`config.mk`:
```
export PLATFORM = sky130hd
export DESIGN_NAME = key_bounce_gen
export DESIGN_NICKNAME = d
export VERILOG_FILES = /design/src/rtl/key_bounce_gen_pkg.sv /design/src/rtl/key_bounce_gen_lfsr16.sv /design/src/rtl/key_bounce_gen.sv
export SDC_FILE = /design/constraint.sdc
export NUM_CORES = 1
export LEC_CHECK = 0
export ABC_AREA = 1
export CAP_MARGIN = 20
export CORE_MARGIN = 2
export CORE_UTILIZATION = 50
export CTS_CLUSTER_SIZE = 16
export DETAILED_ROUTE_END_ITERATION = 8
export HOLD_SLACK_MARGIN = 0.02
export PLACE_DENSITY = 0.74
export SLEW_MARGIN = 20
export SYNTH_ARGS = -nofsm -noshare
export SYNTH_HDL_FRONTEND = slang
export SYNTH_HIERARCHICAL = 1
export SYNTH_SLANG_ARGS = --single-unit
```
`constraint.sdc`:
```
create_clock -name sys_clk -period 3.5 [get_ports sys_clk]
set_clock_uncertainty 0.1 [all_clocks]
set_input_delay 0.875 -clock sys_clk [delete_from_list [all_inputs] [get_ports sys_clk]]
set_output_delay 0.875 -clock sys_clk [all_outputs]
set_load 0.05 [all_outputs]
```
`src/rtl/key_bounce_gen_pkg.sv`:
```
// Shared definitions for the bouncing-key generator: FSM encodings, LFSR constants and defaults.
// Debouncer benches import the same package so both sides agree on timing and sequence.
package key_bounce_gen_pkg;

  typedef enum logic [1:0] {
    ST_IDLE           = 2'd0,
    ST_PRESS_BOUNCE   = 2'd1,
    ST_HOLD           = 2'd2,
    ST_RELEASE_BOUNCE = 2'd3
  } key_state_t;

  localparam int          LFSR_W           = 16;
  localparam logic [15:0] DEF_LFSR_SEED    = 16'hACE1;
  localparam logic [21:0] DEF_CNT_BOUNCE   = 22'd499_999;
  localparam logic [21:0] DEF_CNT_HOLD     = 22'd1_999_999;

  // Fibonacci taps 16,14,13,11 in right-shift form; the feedback enters at the MSB.
  function automatic logic [LFSR_W-1:0] lfsrNext(input logic [LFSR_W-1:0] s);
    return {s[0] ^ s[2] ^ s[3] ^ s[5], s[LFSR_W-1:1]};
  endfunction

endpackage

```
`src/rtl/key_bounce_gen_lfsr16.sv`:
```
// Free-running 16-bit Fibonacci LFSR that supplies the bounce noise.
// It advances on every clock edge and reloads SEED on reset.
module lfsr16
  import key_bounce_gen_pkg::*;
#(
  parameter logic [15:0] SEED = DEF_LFSR_SEED
) (
  input  logic        clk,
  input  logic        rst_n,
  output logic [15:0] o_state
);

  logic [15:0] r_state;

  always_ff @(posedge clk or negedge rst_n) begin
    if (!rst_n) r_state <= SEED;
    else        r_state <= lfsrNext(r_state);
  end

  assign o_state = r_state;

endmodule

```
`src/rtl/key_bounce_gen.sv`:
```
// Emulates one mechanical key press per press_req: noisy press, stable-low hold,
// noisy release, then stable high with a one-cycle done pulse.
module key_bounce_gen
  import key_bounce_gen_pkg::*;
#(
  parameter logic [21:0] CNT_BOUNCE = DEF_CNT_BOUNCE,
  parameter logic [21:0] CNT_HOLD   = DEF_CNT_HOLD,
  parameter logic [15:0] LFSR_SEED  = DEF_LFSR_SEED
) (
  input  logic sys_clk,
  input  logic sys_rst_n,
  input  logic press_req,
  output logic key_out,
  output logic busy,
  output logic done
);

  key_state_t  r_state;
  key_state_t  w_nextState;
  logic [21:0] r_cnt;
  logic [21:0] w_nextCnt;
  logic        r_keyOut;
  logic        w_nextKey;
  logic        r_done;
  logic        w_nextDone;
  logic [15:0] w_lfsr;
  logic        w_noise;
  logic [14:0] w_unusedLfsr;

  lfsr16 #(
    .SEED(LFSR_SEED)
  ) u_lfsr (
    .clk    (sys_clk),
    .rst_n  (sys_rst_n),
    .o_state(w_lfsr)
  );

  assign w_noise      = w_lfsr[0];
  assign w_unusedLfsr = w_lfsr[15:1];

  always_ff @(posedge sys_clk or negedge sys_rst_n) begin
    if (!sys_rst_n) begin
      r_state  <= ST_IDLE;
      r_cnt    <= '0;
      r_keyOut <= 1'b1;
      r_done   <= 1'b0;
    end else begin
      r_state  <= w_nextState;
      r_cnt    <= w_nextCnt;
      r_keyOut <= w_nextKey;
      r_done   <= w_nextDone;
    end
  end

  // The counter restarts at zero on every state entry and stops at its terminal value.
  always_comb begin
    w_nextState = r_state;
    w_nextCnt   = r_cnt;
    w_nextKey   = r_keyOut;
    w_nextDone  = 1'b0;
    case (r_state)
      ST_IDLE: begin
        w_nextKey = 1'b1;
        w_nextCnt = '0;
        if (press_req) begin
          w_nextState = ST_PRESS_BOUNCE;
          w_nextKey   = 1'b0;
        end
      end
      ST_PRESS_BOUNCE: begin
        if (r_cnt == CNT_BOUNCE) begin
          w_nextState = ST_HOLD;
          w_nextKey   = 1'b0;
          w_nextCnt   = '0;
        end else begin
          w_nextKey = w_noise;
          w_nextCnt = r_cnt + 22'd1;
        end
      end
      ST_HOLD: begin
        if (r_cnt == CNT_HOLD) begin
          w_nextState = ST_RELEASE_BOUNCE;
          w_nextKey   = 1'b1;
          w_nextCnt   = '0;
        end else begin
          w_nextKey = 1'b0;
          w_nextCnt = r_cnt + 22'd1;
        end
      end
      ST_RELEASE_BOUNCE: begin
        if (r_cnt == CNT_BOUNCE) begin
          w_nextState = ST_IDLE;
          w_nextKey   = 1'b1;
          w_nextCnt   = '0;
          w_nextDone  = 1'b1;
        end else begin
          w_nextKey = w_noise;
          w_nextCnt = r_cnt + 22'd1;
        end
      end
      default: begin
        w_nextState = ST_IDLE;
        w_nextKey   = 1'b1;
        w_nextCnt   = '0;
      end
    endcase
  end

  assign key_out = r_keyOut;
  assign busy    = (r_state != ST_IDLE);
  assign done    = r_done;

endmodule

```
==> flow_metrics.env <==
export IMPL_status="finished clean"
export IMPL_rows=23
export IMPL_rsz0062_at_grt="false"
export IMPL_cts_sinks=42
export IMPL_worst_slack_ns=0.542
export IMPL_hpwl_um=2680
export IMPL_path_class="flop to output port"
export IMPL_dpl_cell_area_um2=2220
export IMPL_hp_class="flop to flop"
export IMPL_hold_violations=0
export IMPL_io_pins=6
export IMPL_die_area_um2=4800
export IMPL_die_width_um=69.3
export IMPL_preCtsSetupSlack_ns=0.854
export IMPL_initial_core_util=0.525
export IMPL_insertion_delay_ns=0.30
export IMPL_post_cts_buffers=0
export IMPL_r2r_start="r_cnt[0]"
export IMPL_max_slew_margin=0.411
export IMPL_drv_slew=0
export IMPL_fin_crit_sh=0.845
export IMPL_grt_first_pass_wirelength_um=6710
export IMPL_max_cap_violations=0
export IMPL_vias_per_cell=4.88
export IMPL_period_minus_slack_ns=2.96
export IMPL_synth_nets=269
export IMPL_fill_cells=354
export IMPL_hold_ws_ns=0.255
export IMPL_cts_buffer_depth=2
export IMPL_grt_start_max_net_pins=43
export IMPL_numCtsBuffers=5
export IMPL_fmax_ghz=0.338
export IMPL_cts_resized_gates=0
export IMPL_gr_usage_all_layers=0.176
export IMPL_worst_pin_slew_ns=0.884
export IMPL_final_instance_count_excl_fill=322
export IMPL_drive_above_1_share=0.129
export IMPL_synthDistinctLibCells=23
export IMPL_area_delta_synth_final_pct=8.34
export IMPL_firstDrtPassIters=6
export IMPL_synth_avg_cell_area_um2=8.19
export IMPL_power_leakage_nw=0.995
export IMPL_synth_edf_count=0
export IMPL_final_util=0.569
export IMPL_final_area_um2=2310
export IMPL_first_global_vias=1611
export IMPL_routedWlPerCell_um=11.8
export IMPL_antenna_cells=0
export IMPL_postRouteAntennaNets=0
export IMPL_path_max_fanout=7
export IMPL_required_ns=2.52
export IMPL_ctsHoldBuffers=0
export IMPL_synthCells=260
export IMPL_powerDensity_nw_per_um2=540
export IMPL_seq_area_frac_synth=0.499
export IMPL_htree_levels=2
export IMPL_tns_ns=0
export IMPL_drc=0
export IMPL_yosysWarnings=6
export IMPL_synth_area_um2=2130
export IMPL_cp_arrival_ns=1.98
export IMPL_wirelength_um=3800
export IMPL_hp_start="u_lfsr/o_state[7]"
export IMPL_synth_flop_cell="dfrtp_1"
export IMPL_antenna_found_initial=0
export IMPL_gp_congestion=0.841
export IMPL_io_buffers=5
export IMPL_yosys_register_bits=42
export IMPL_core_um2=4060
export IMPL_cts_tree="yes"
export IMPL_first_iter_violations=97
export IMPL_critPathLaunch="r_state[0]"
export IMPL_setup_viol=0
export IMPL_die_y_um=69.3
export IMPL_dp_cells=314
export IMPL_clk_pin_slew_ns=0.08
export IMPL_end_kind="output port"
export IMPL_power_total_mw=1.25
export IMPL_synth_async_sr_flop_share=1.00
export IMPL_root_buffer="clkbuf_8"
export IMPL_finalNetCount=280
export IMPL_vias=1571
export IMPL_worstSetupStartpointType="flop"
export IMPL_grt_overflow=0
export IMPL_ir_drop_mv=0.381
-- registers in the layout (all words and copies together), names as in the netlist --
name and cells:
key_out 1, u_lfsr/o_state 16, done 1, r_cnt 22, r_state 2
-- Yosys cell counts, types with 2 or more instances --
cell     number  area (um2)
nand2_1      60         225
nor2_1       58         218
dfrtp_1      33         826
inv_1        29         109
nand3_1      14        70.1
xor2_1       10        87.6
dfstp_2       9         236
nor2_2        8        50.1
ha_1          6        75.1
a21oi_1       5        25.0
nand4_1       5        31.3
nor3_1        5        25.0
nand2_4       4        45.0
xnor2_1       3        26.3
inv_2         2        7.51
or2_2         2        12.5
-- cell families (layout without fill, tap and decap cells) --
| family | after synthesis | in the layout | synth area share |
|---|---|---|---|
| buffers and inverters | 33 | 45 | 0.0658 |
| adder cells (fa/ha/maj) | 6 | 6 | 0.0353 |
| XOR/XNOR | 13 | 13 | 0.0535 |
| flip-flops | 42 | 42 | 0.499 |
| AO/OA/AOI/OAI | 8 | 8 | 0.0206 |
| AND/OR/NAND/NOR | 158 | 158 | 0.326 |
-- cell type report --
cell class	instances	area, um2	share of cell area
clock buffers	5	68.8	0.0298
flip-flops and latches	42	1060	0.460
multi-input cells	185	927	0.402
clock inverters	3	21.3	0.00922
inverters	32	120	0.0521
well taps	50	62.6	0.0271
repair buffers	5	45.0	0.0195
-- layout by cell type (no fill, tap or decap) --
cell,count
o22ai_1,1
nand2_1,60
clkbuf_8,5
nor2_2,8
nand3_1,14
clkinvlp_4,1
xor2_1,10
dfrtp_1,33
nor3_1,5
ha_1,6
clkdlybuf4s50_1,4
or2_2,2
inv_1,29
clkinv_1,1
xnor2_1,3
nand3_2,1
dfstp_2,9
nand3b_1,1
a21oi_1,5
nand4_1,5
clkinv_2,1
inv_2,2
a211oi_1,1
o21ai_0,1
clkinv_4,1
buf_2,1
nor2_1,58
nand2_4,4
-- final timing paths --
path	endpoint	slack, ns	cells past startpoint
setup / recovery	busy	0.54	4
hold / removal	u_lfsr/o_state[6]	0.25	0
setup reg to reg	r_cnt[20]	1.60	10
hold reg to reg	u_lfsr/o_state[6]	0.25	0
max in group asynchronous	r_state[0]	2.15	1
min in group asynchronous	r_cnt[11]	0.59	1
-- power breakdown --
part           switching, mW  total, mW  internal [mW]
Clock                  0.170      0.310          0.140
Combinational          0.278      0.397          0.119
Sequential            0.0214      0.539          0.518
-- layer usage --
layer  vias to the layer above  track usage  part of all wire
li1                        817            -                 -
met5                         -            0                 0
met1                       719        0.223              0.48
met2                        25        0.281              0.46
met3                        10       0.0523             0.040
met4                         0       0.0763             0.022
-- worst max-delay path, stage by stage (launching register included) --
cell and delay, ns:
dfrtp_1 0.40, inv_1 0.10, ha_1 0.22, clkinv_1 0.14, clkdlybuf4s50_1 0.83
Note: power is estimated with default switching activity, not from simulation.
